**config.mk**
```make
export PLATFORM = sky130hd
export DESIGN_NAME = fp_dot_product_sequencer
export DESIGN_NICKNAME = d
export VERILOG_FILES = /design/src/rtl/fp_dot_product_sequencer.sv
export SDC_FILE = /design/constraint.sdc
export NUM_CORES = 1
export LEC_CHECK = 0
export ABC_AREA = 1
export CAP_MARGIN = 20
export CORE_AREA = 2 2 419 421
export CTS_BUF_LIST = sky130_fd_sc_hd__clkbuf_4
export DETAILED_ROUTE_END_ITERATION = 8
export DIE_AREA = 0 0 421 423
export HOLD_SLACK_MARGIN = 0.12
export PLACE_DENSITY_LB_ADDON = 0.08
export RECOVER_POWER = 50
export SLEW_MARGIN = 20
export SYNTH_ARGS = -nofsm -noshare
export SYNTH_HDL_FRONTEND = slang
export SYNTH_SLANG_ARGS = --single-unit
```
**constraint.sdc**
```tcl
create_clock -name clk -period 32.7 [get_ports clk]
set_clock_uncertainty 0.1 [all_clocks]
set_input_delay 4.905 -clock clk [delete_from_list [all_inputs] [get_ports clk]]
set_output_delay 4.905 -clock clk [all_outputs]
set_load 0.02 [all_outputs]
```
**src/rtl/fp_dot_product_sequencer.sv**
```systemverilog
// Dot-product host sequencer: issues rows of M against a held x to the vector ALU and
// collects results in a FWFT FIFO under credit flow control. Optional protocol checker: FP_DOT_PRODUCT_SEQUENCER_CHECK_EN.
`timescale 1ns/1ps
module fp_dot_product_sequencer #(
  parameter int WIDTH       = 32,
  parameter int NUM_INPUTS  = 7,
  parameter int ALU_LATENCY = 20,
  parameter int FIFO_DEPTH  = 8,
  parameter int ROWS_W      = 16
) (
  input  logic                            clk,
  input  logic                            rst,
  input  logic                            load_x,
  input  logic [WIDTH*NUM_INPUTS-1:0]     x_in,
  input  logic                            start,
  input  logic [ROWS_W-1:0]               num_rows,
  input  logic                            row_valid,
  output logic                            row_ready,
  input  logic [WIDTH*NUM_INPUTS-1:0]     row_b,
  input  logic [WIDTH-1:0]                row_c,
  input  logic [$clog2(NUM_INPUTS+1)-1:0] row_len,
  output logic [WIDTH*NUM_INPUTS-1:0]     alu_a,
  output logic [WIDTH*NUM_INPUTS-1:0]     alu_b,
  output logic [WIDTH-1:0]                alu_c,
  output logic [NUM_INPUTS-1:0]           alu_enable,
  output logic                            alu_ready,
  output logic                            alu_dot_product_mode,
  input  logic [WIDTH-1:0]                alu_dot_product_out,
  input  logic                            alu_dot_product_valid,
  output logic                            res_valid,
  input  logic                            res_ready,
  output logic [WIDTH-1:0]                res_data,
  output logic                            busy,
  output logic                            done,
  output logic                            err
);

  localparam int PW = $clog2(FIFO_DEPTH);
  localparam int CW = $clog2(FIFO_DEPTH+1);

  if (ALU_LATENCY < 1 || FIFO_DEPTH < 2 || (FIFO_DEPTH & (FIFO_DEPTH-1)) != 0) begin : g_bad_params
    $error("fp_dot_product_sequencer: FIFO_DEPTH must be a power of two >= 2 and ALU_LATENCY >= 1");
  end

  typedef enum logic [1:0] {IDLE, BUSY, DRAIN, DONE} state_t;
  state_t state, next;

  logic [WIDTH*NUM_INPUTS-1:0] x_reg;
  logic [ROWS_W-1:0]           num_rows_q, issued, popped;
  logic [CW-1:0]               credits;
  logic [PW:0]                 wr_ptr, rd_ptr;
  logic [WIDTH-1:0]            mem [FIFO_DEPTH];
  logic [NUM_INPUTS-1:0]       row_mask;
  logic                        accept, pop, push, empty;

  assign accept    = row_valid && row_ready;
  assign pop       = res_valid && res_ready;
  // Results arriving while IDLE belong to a job killed by reset and are dropped.
  assign push      = alu_dot_product_valid && (state != IDLE);
  assign empty     = (wr_ptr == rd_ptr);
  assign res_valid = !empty;
  assign res_data  = empty ? '0 : mem[rd_ptr[PW-1:0]];
  assign alu_a     = x_reg;

  always_comb begin
    row_mask = '0;
    for (int unsigned i = 0; i < NUM_INPUTS; i++) row_mask[i] = (i < 32'(row_len));
  end

  always_ff @(posedge clk or posedge rst) begin
    if (rst) state <= IDLE;
    else     state <= next;
  end

  always_comb begin
    next = state;
    case (state)
      IDLE:    if (start) next = (num_rows == '0) ? DONE : BUSY;
      BUSY:    if (issued == num_rows_q) next = DRAIN;
      DRAIN:   if (popped == num_rows_q) next = DONE;
      DONE:    next = IDLE;
      default: next = IDLE;
    endcase
  end

  always_comb begin
    row_ready            = 1'b0;
    busy                 = (state != IDLE);
    done                 = (state == DONE);
    alu_dot_product_mode = (state == BUSY) || (state == DRAIN);
    if (state == BUSY) row_ready = (credits != '0) && (issued < num_rows_q);
  end

  always_ff @(posedge clk or posedge rst) begin
    if (rst) begin
      x_reg      <= '0;
      num_rows_q <= '0;
      issued     <= '0;
      popped     <= '0;
      credits    <= CW'(FIFO_DEPTH);
      alu_ready  <= 1'b0;
      alu_b      <= '0;
      alu_c      <= '0;
      alu_enable <= '0;
      wr_ptr     <= '0;
      rd_ptr     <= '0;
    end else begin
      if (state == IDLE && load_x) x_reg <= x_in;
      if (state == IDLE && start) begin
        num_rows_q <= num_rows;
        issued     <= '0;
        popped     <= '0;
      end else begin
        if (accept) issued <= issued + ROWS_W'(1);
        if (pop)    popped <= popped + ROWS_W'(1);
      end
      alu_ready <= accept;
      if (accept) begin
        alu_b      <= row_b;
        alu_c      <= row_c;
        alu_enable <= row_mask;
      end
      // A credit is a FIFO slot not yet owned by an issued row or a held result.
      if (accept && !pop)      credits <= credits - CW'(1);
      else if (pop && !accept) credits <= credits + CW'(1);
      if (push) wr_ptr <= wr_ptr + (PW+1)'(1);
      if (pop)  rd_ptr <= rd_ptr + (PW+1)'(1);
    end
  end

  always_ff @(posedge clk) begin
    if (push) mem[wr_ptr[PW-1:0]] <= alu_dot_product_out;
  end

`ifdef FP_DOT_PRODUCT_SEQUENCER_CHECK_EN
  localparam int AGE_LIMIT = 2*ALU_LATENCY;
  localparam int AW        = $clog2(AGE_LIMIT+2);
  logic [CW-1:0] outstanding;
  logic [AW-1:0] age;

  // Age is measured since the last result (or first issue), a lower bound on head-of-line age.
  always_ff @(posedge clk or posedge rst) begin
    if (rst) begin
      outstanding <= '0;
      age         <= '0;
      err         <= 1'b0;
    end else begin
      case ({alu_ready, alu_dot_product_valid && (outstanding != '0)})
        2'b10:   outstanding <= outstanding + CW'(1);
        2'b01:   outstanding <= outstanding - CW'(1);
        default: outstanding <= outstanding;
      endcase
      if (outstanding == '0 || alu_dot_product_valid) age <= '0;
      else if (age <= AW'(AGE_LIMIT))                 age <= age + AW'(1);
      if ((alu_dot_product_valid && outstanding == '0) || age > AW'(AGE_LIMIT)) err <= 1'b1;
    end
  end
`else
  always_comb err = 1'b0;
`endif

endmodule

```
[After elaboration in Yosys (flattened, before gate mapping)]
Memory sizes are Yosys's and may differ from the RTL's.
Cells that the tools add are included.
Operators by class
  order comparisons: 8
  multiplexer cells: 15
  add/subtract/negate cells: 6
  reductions and logical operators: 20
  eq/ne operators: 9
Operator list (number)
  $mux W16: 4
  $add A16 B1 Y16 const B: 2
  $eq A16 B16 Y1: 2
  $mux W32: 1
  $logic_not A16 Y1: 1
  $lt A16 B16 Y1: 1
  $add A4 B1 Y4 const B: 3
  $lt A3 B3 Y1 const A: 3
  $logic_and A1 B1 Y1: 8
  $mux W2: 4
  $mux W4: 2
  $pmux W2 S4: 1
  $reduce_bool A2 Y1: 4
  $lt A1 B3 Y1 const A: 2
  $lt A2 B3 Y1 const A: 2
  $ne A2 B2 Y1 const B: 3
  $eq A2 B2 Y1 const B: 2
  $eq A4 B4 Y1: 1
  $reduce_bool A4 Y1: 1
  $sub A4 B1 Y4 const B: 1
  $logic_not A1 Y1: 3
  $mux W1: 3
  $reduce_and A3 Y1: 1
  $eq A2 B1 Y1 const B: 1
  other kinds (2): 2
Word-level totals
  memory bits (writable): 256
  output and inout port bits: 526
  logic and storage cells: 71
  memories: 1
  register bits after elaboration: 550
  bits of input ports: 538
Memories
  mem: words 8, bits a word 32, rd ports 1, clocked after memory_dff 0, write ports 1, line 52  | logic [WIDTH-1:0] mem [FIFO_DEPTH];

[Logic depth before layout (Yosys ltp)]
  word-level depth: 8
  mapped depth: 22
  gate-level depth less buffers: 21

[Worst setup path after synthesis]
Ideal clock, no wire load.
  kind: input port to flip-flop
  start point: in alu_dot_product_valid
  end point: mem mem[0][0], enable pin
  path buffers: 0
  setup slack: 25521 ps
  cell stages on the path: 3
  library setup time: 421 ps
  data required time: 32179 ps
  arrival time: 6658 ps
  cells stage by stage: nand2_1 > or2_2 > nor2_1
On the way
  longest elaborated chain between the ends: 3
Ends and longest elaborated chain
  from (decl): line 29  | input logic alu_dot_product_valid,
  $logic_and A1 B1 Y1: line 59  | assign push = alu_dot_product_valid && (state != IDLE);
  $mux W1: line 132  | if (push) mem[wr_ptr[PW-1:0]] <= alu_dot_product_out;
  $mux W1 (implied by the code): line 132
  to (decl): line 52
No other way between the ends.

==> impl_summary.log <==
[metrics] critical path type: primary input to asynchronous set/reset pin
[metrics] met1 track demand over resource: 24.0%
[metrics] Via Count: 26700
[metrics] Static Leak: 0.0203 uW
[metrics] Final nets: 4697
[metrics] global-route track usage on met2: 30.4%
[metrics] Crit path arrival time: 14.13 ns
[metrics] Area Overhead vs Synth: 50.5%
[metrics] die span in y: 423 um
[metrics] number of warnings printed during yosys synthesis: 0
[metrics] worst path required time: 32.08 ns
[metrics] unrepaired setup endpoints after global routing: no
[metrics] Die Footprint: 178000 um^2
[metrics] number of failing setup endpoints in the final timing report: 0
[metrics] minimum clock period after layout: 14.75 ns
[metrics] met3 track demand over resource: 7.10%
[metrics] Mapped Nets: 3474
[metrics] CTS sink count: 806
[metrics] Post-Syn Area: 32200 um^2
[metrics] clock buffer count from CTS: 278
[metrics] Seq/Total Area, Yosys: 66.7%
[metrics] first-pass detailed-route iteration total: 5
[metrics] Die X-Extent: 421 um
[metrics] initial core utilization: 18.6%
[metrics] share of cells above drive strength 1: 15.3%
[metrics] deepest level of the CTS H-tree: 5
[metrics] Clk pin slew, worst setup/hold paths: 0.06 ns
[metrics] wire length of the first global-routing pass: 235000 um
[metrics] number of gates resized after cts: 0
[metrics] sum of routed wire length over all layers: 175000 um
[metrics] violations in the final reports: capacitance limit, slew limit
[metrics] accumulated negative setup slack: 0 ns
[metrics] vias in the first global route: 27000
[metrics] Hold WC Path Type: register to register
[metrics] # port buffers: 1062
[metrics] worst-path fanout max: 121
[metrics] Max-Cap Viols: 16
[metrics] smallest hold slack: 0.373 ns
[metrics] peak clock frequency supported by timing: 67.8 MHz
[metrics] number of top-level pins: 1064
[metrics] type of element launching the critical path: primary input
[metrics] Max-slew headroom: -443%
[metrics] number of antenna violations at the first check in global routing: 92
[metrics] syn_area_per_cell: 11.1 um^2
[metrics] top flip-flop cell by instance count after synthesis: sky130_fd_sc_hd__dfrtp_1
[metrics] number of hold-slack violations in the final timing report: 0
[metrics] global placement routability congestion: 0.908
[metrics] number of storage elements in the synthesis netlist: 806
[metrics] Cell Pwr Density: 106 nW/um^2
[metrics] Rows: 153
[metrics] run status: finished with violations
[metrics] final worst path period share: 45.1%
[metrics] most heavily used metal layer in global routing: met2
[metrics] clock root buffer master: sky130_fd_sc_hd__clkbuf_4
[metrics] share of synthesized flip-flops with an asynchronous set or reset: 68.2%
[metrics] Max IR drop VDD: 0.0542 mV
[metrics] remaining antenna violation count: 0
[metrics] number of pins exceeding their max-slew limit in the final report: 908
[metrics] CTS Hold Bufs: 0
[metrics] Synth area leaders: sky130_fd_sc_hd__dfrtp_1 43%, sky130_fd_sc_hd__edfxtp_1 24%, sky130_fd_sc_hd__nand2_1 11%, sky130_fd_sc_hd__mux2_2 7.8%, sky130_fd_sc_hd__o21ai_0 3.1%
[metrics] buffer count from post-CTS setup fixing: 0
[metrics] area of the placeable core: 173000 um^2
[metrics] TritonCTS clock tree: yes
[metrics] starting DRC count in detailed routing: 1562
[metrics] average via count per standard cell: 4.03
[metrics] cell count after synthesis: 2907
[metrics] maximum count of clock buffers along a single path: 4
[metrics] Post-route DRC: 0
[metrics] all-layer global routing usage: 19.2%
[metrics] post-detailed-route wirelength per cell: 26.4 um
[metrics] share of Yosys cell area claimed by the top area cell type: 42.7%
[metrics] unique cell type count in the Yosys netlist: 32
[metrics] count of flip-flops with a built-in enable after synthesis: 256
[metrics] clk_lat worst skew: 1.22 ns
[metrics] Crit. End Element: asynchronous set/reset pin
[metrics] Worst-Margin Slew: 8.15 ns
[metrics] maximum number of pins on one net before global-route repair: 163
[metrics] area leader, netlist: sky130_fd_sc_hd__dfrtp_1
[metrics] global route total overflow: 0
[metrics] placed wire-length estimate after detailed placement: 132000 um
-- layout by cell type (no fill, tap or decap), types with 13 or more instances in the layout --
cell / count
sky130_fd_sc_hd__clkdlybuf4s50_1: 1023
sky130_fd_sc_hd__nand2_1: 964
sky130_fd_sc_hd__dfrtp_1: 547
sky130_fd_sc_hd__clkbuf_4: 394
sky130_fd_sc_hd__nor2_1: 261
sky130_fd_sc_hd__edfxtp_1: 256
sky130_fd_sc_hd__mux2_2: 224
sky130_fd_sc_hd__o21ai_0: 200
sky130_fd_sc_hd__inv_1: 75
sky130_fd_sc_hd__nand3_1: 47
sky130_fd_sc_hd__dlygate4sd3_1: 39
sky130_fd_sc_hd__o22ai_1: 32
sky130_fd_sc_hd__a31oi_1: 32
sky130_fd_sc_hd__clkinv_1: 29
sky130_fd_sc_hd__ha_1: 28
sky130_fd_sc_hd__diode_2: 26
sky130_fd_sc_hd__xor2_1: 23
sky130_fd_sc_hd__buf_4: 15
sky130_fd_sc_hd__nand4_1: 14
sky130_fd_sc_hd__nor3_1: 14
sky130_fd_sc_hd__a21oi_1: 13
sky130_fd_sc_hd__clkbuf_1: 13
-- where the power goes --
part	internal (uW)	switching (uW)	total [uW]
sequential	1400	223	1620
clock	567	489	1060
combinational	990	1480	2470
-- area by class of cell --
| class | instances | area, um^2 |
|---|---|---|
| inverter | 81 | 308 |
| multi-input combinational | 1872 | 9710 |
| clock inverter | 36 | 215 |
| fill | 18400 | 125000 |
| timing repair buffer | 1091 | 10800 |
| tap | 2325 | 2910 |
| antenna | 26 | 65.1 |
| sequential | 806 | 21500 |
| clock buffer | 394 | 2960 |
-- kinds of logic (layout without fill, tap and decap cells) --
family / Yosys count / after routing / synth area share (%)
AO/OA/AOI/OAI: 281 / 281 / 4.65
XOR/XNOR: 28 / 28 / 0.762
adder cells (fa/ha/maj): 29 / 29 / 1.15
buffers and inverters: 229 / 1602 / 3.22
flip-flops: 806 / 806 / 66.7
multiplexers: 224 / 224 / 7.84
other: 1 / 27 / 0.0117
AND/OR/NAND/NOR: 1309 / 1309 / 15.7
-- worst max-delay path, stage by stage --
cell and delay, ns:
sky130_fd_sc_hd__dlygate4sd3_1 0.55, sky130_fd_sc_hd__clkinvlp_2 2.99, sky130_fd_sc_hd__clkbuf_1 5.13
-- registers in the layout, summed over array words and instances, names as in the netlist --
signal	cells
popped	16
issued	16
alu_b	224
mem	256
alu_c	32
alu_ready	1
state	2
rd_ptr	4
alu_enable	7
alu_a	224
num_rows_q	16
credits	4
wr_ptr	4
-- metal layers --
| metal | wire [um] | vias up |
|---|---|---|
| met5 | 156 | - |
| met2 | 80600 | 1002 |
| met4 | 5340 | 24 |
| li1 | - | 12200 |
| met3 | 13500 | 361 |
| met1 | 75500 | 13100 |
-- Yosys cell counts, drive strengths merged (23+ instances only) --
cell,count
xor2,23
o22ai,32
clkbuf,49
nor2,265
mux2,224
dfrtp,549
edfxtp,256
a31oi,32
ha,28
nand3,47
buf,99
nand2,964
o21ai,200
inv,81
-- through the flow --
step / setup slack [ns] / util (%) / total power (uW) / cells / area, um^2
finish: 17.95 / 28.0 / 5150 / 6631 / 48400
CTS: 22.22 / 28.0 / 5220 / 6605 / 48500
detailed placement: 23.47 / 26.2 / 4120 / 6175 / 45300
global route: 16.19 / 27.9 / 5460 / 6618 / 48400
floorplan: 12.32 / - / 2730 / 2907 / 32200
global placement: 23.47 / 26.2 / 4120 / 6175 / 45300
-- final timing paths --
kind	depth (start not counted)	startpoint	slack (ns)	to
max	3	rst	17.95	num_rows_q[4]
min	2	alu_b[64]	0.37	alu_b[64]
max reg2reg	18	num_rows_q[5]	21.50	credits[3]
min reg2reg	2	alu_b[64]	0.37	alu_b[64]
max in group clk	12	row_valid	18.41	credits[3]
min in group asynchronous	2	rst	5.67	alu_c[20]
No activity file was read; power rests on OpenSTA's default activity.
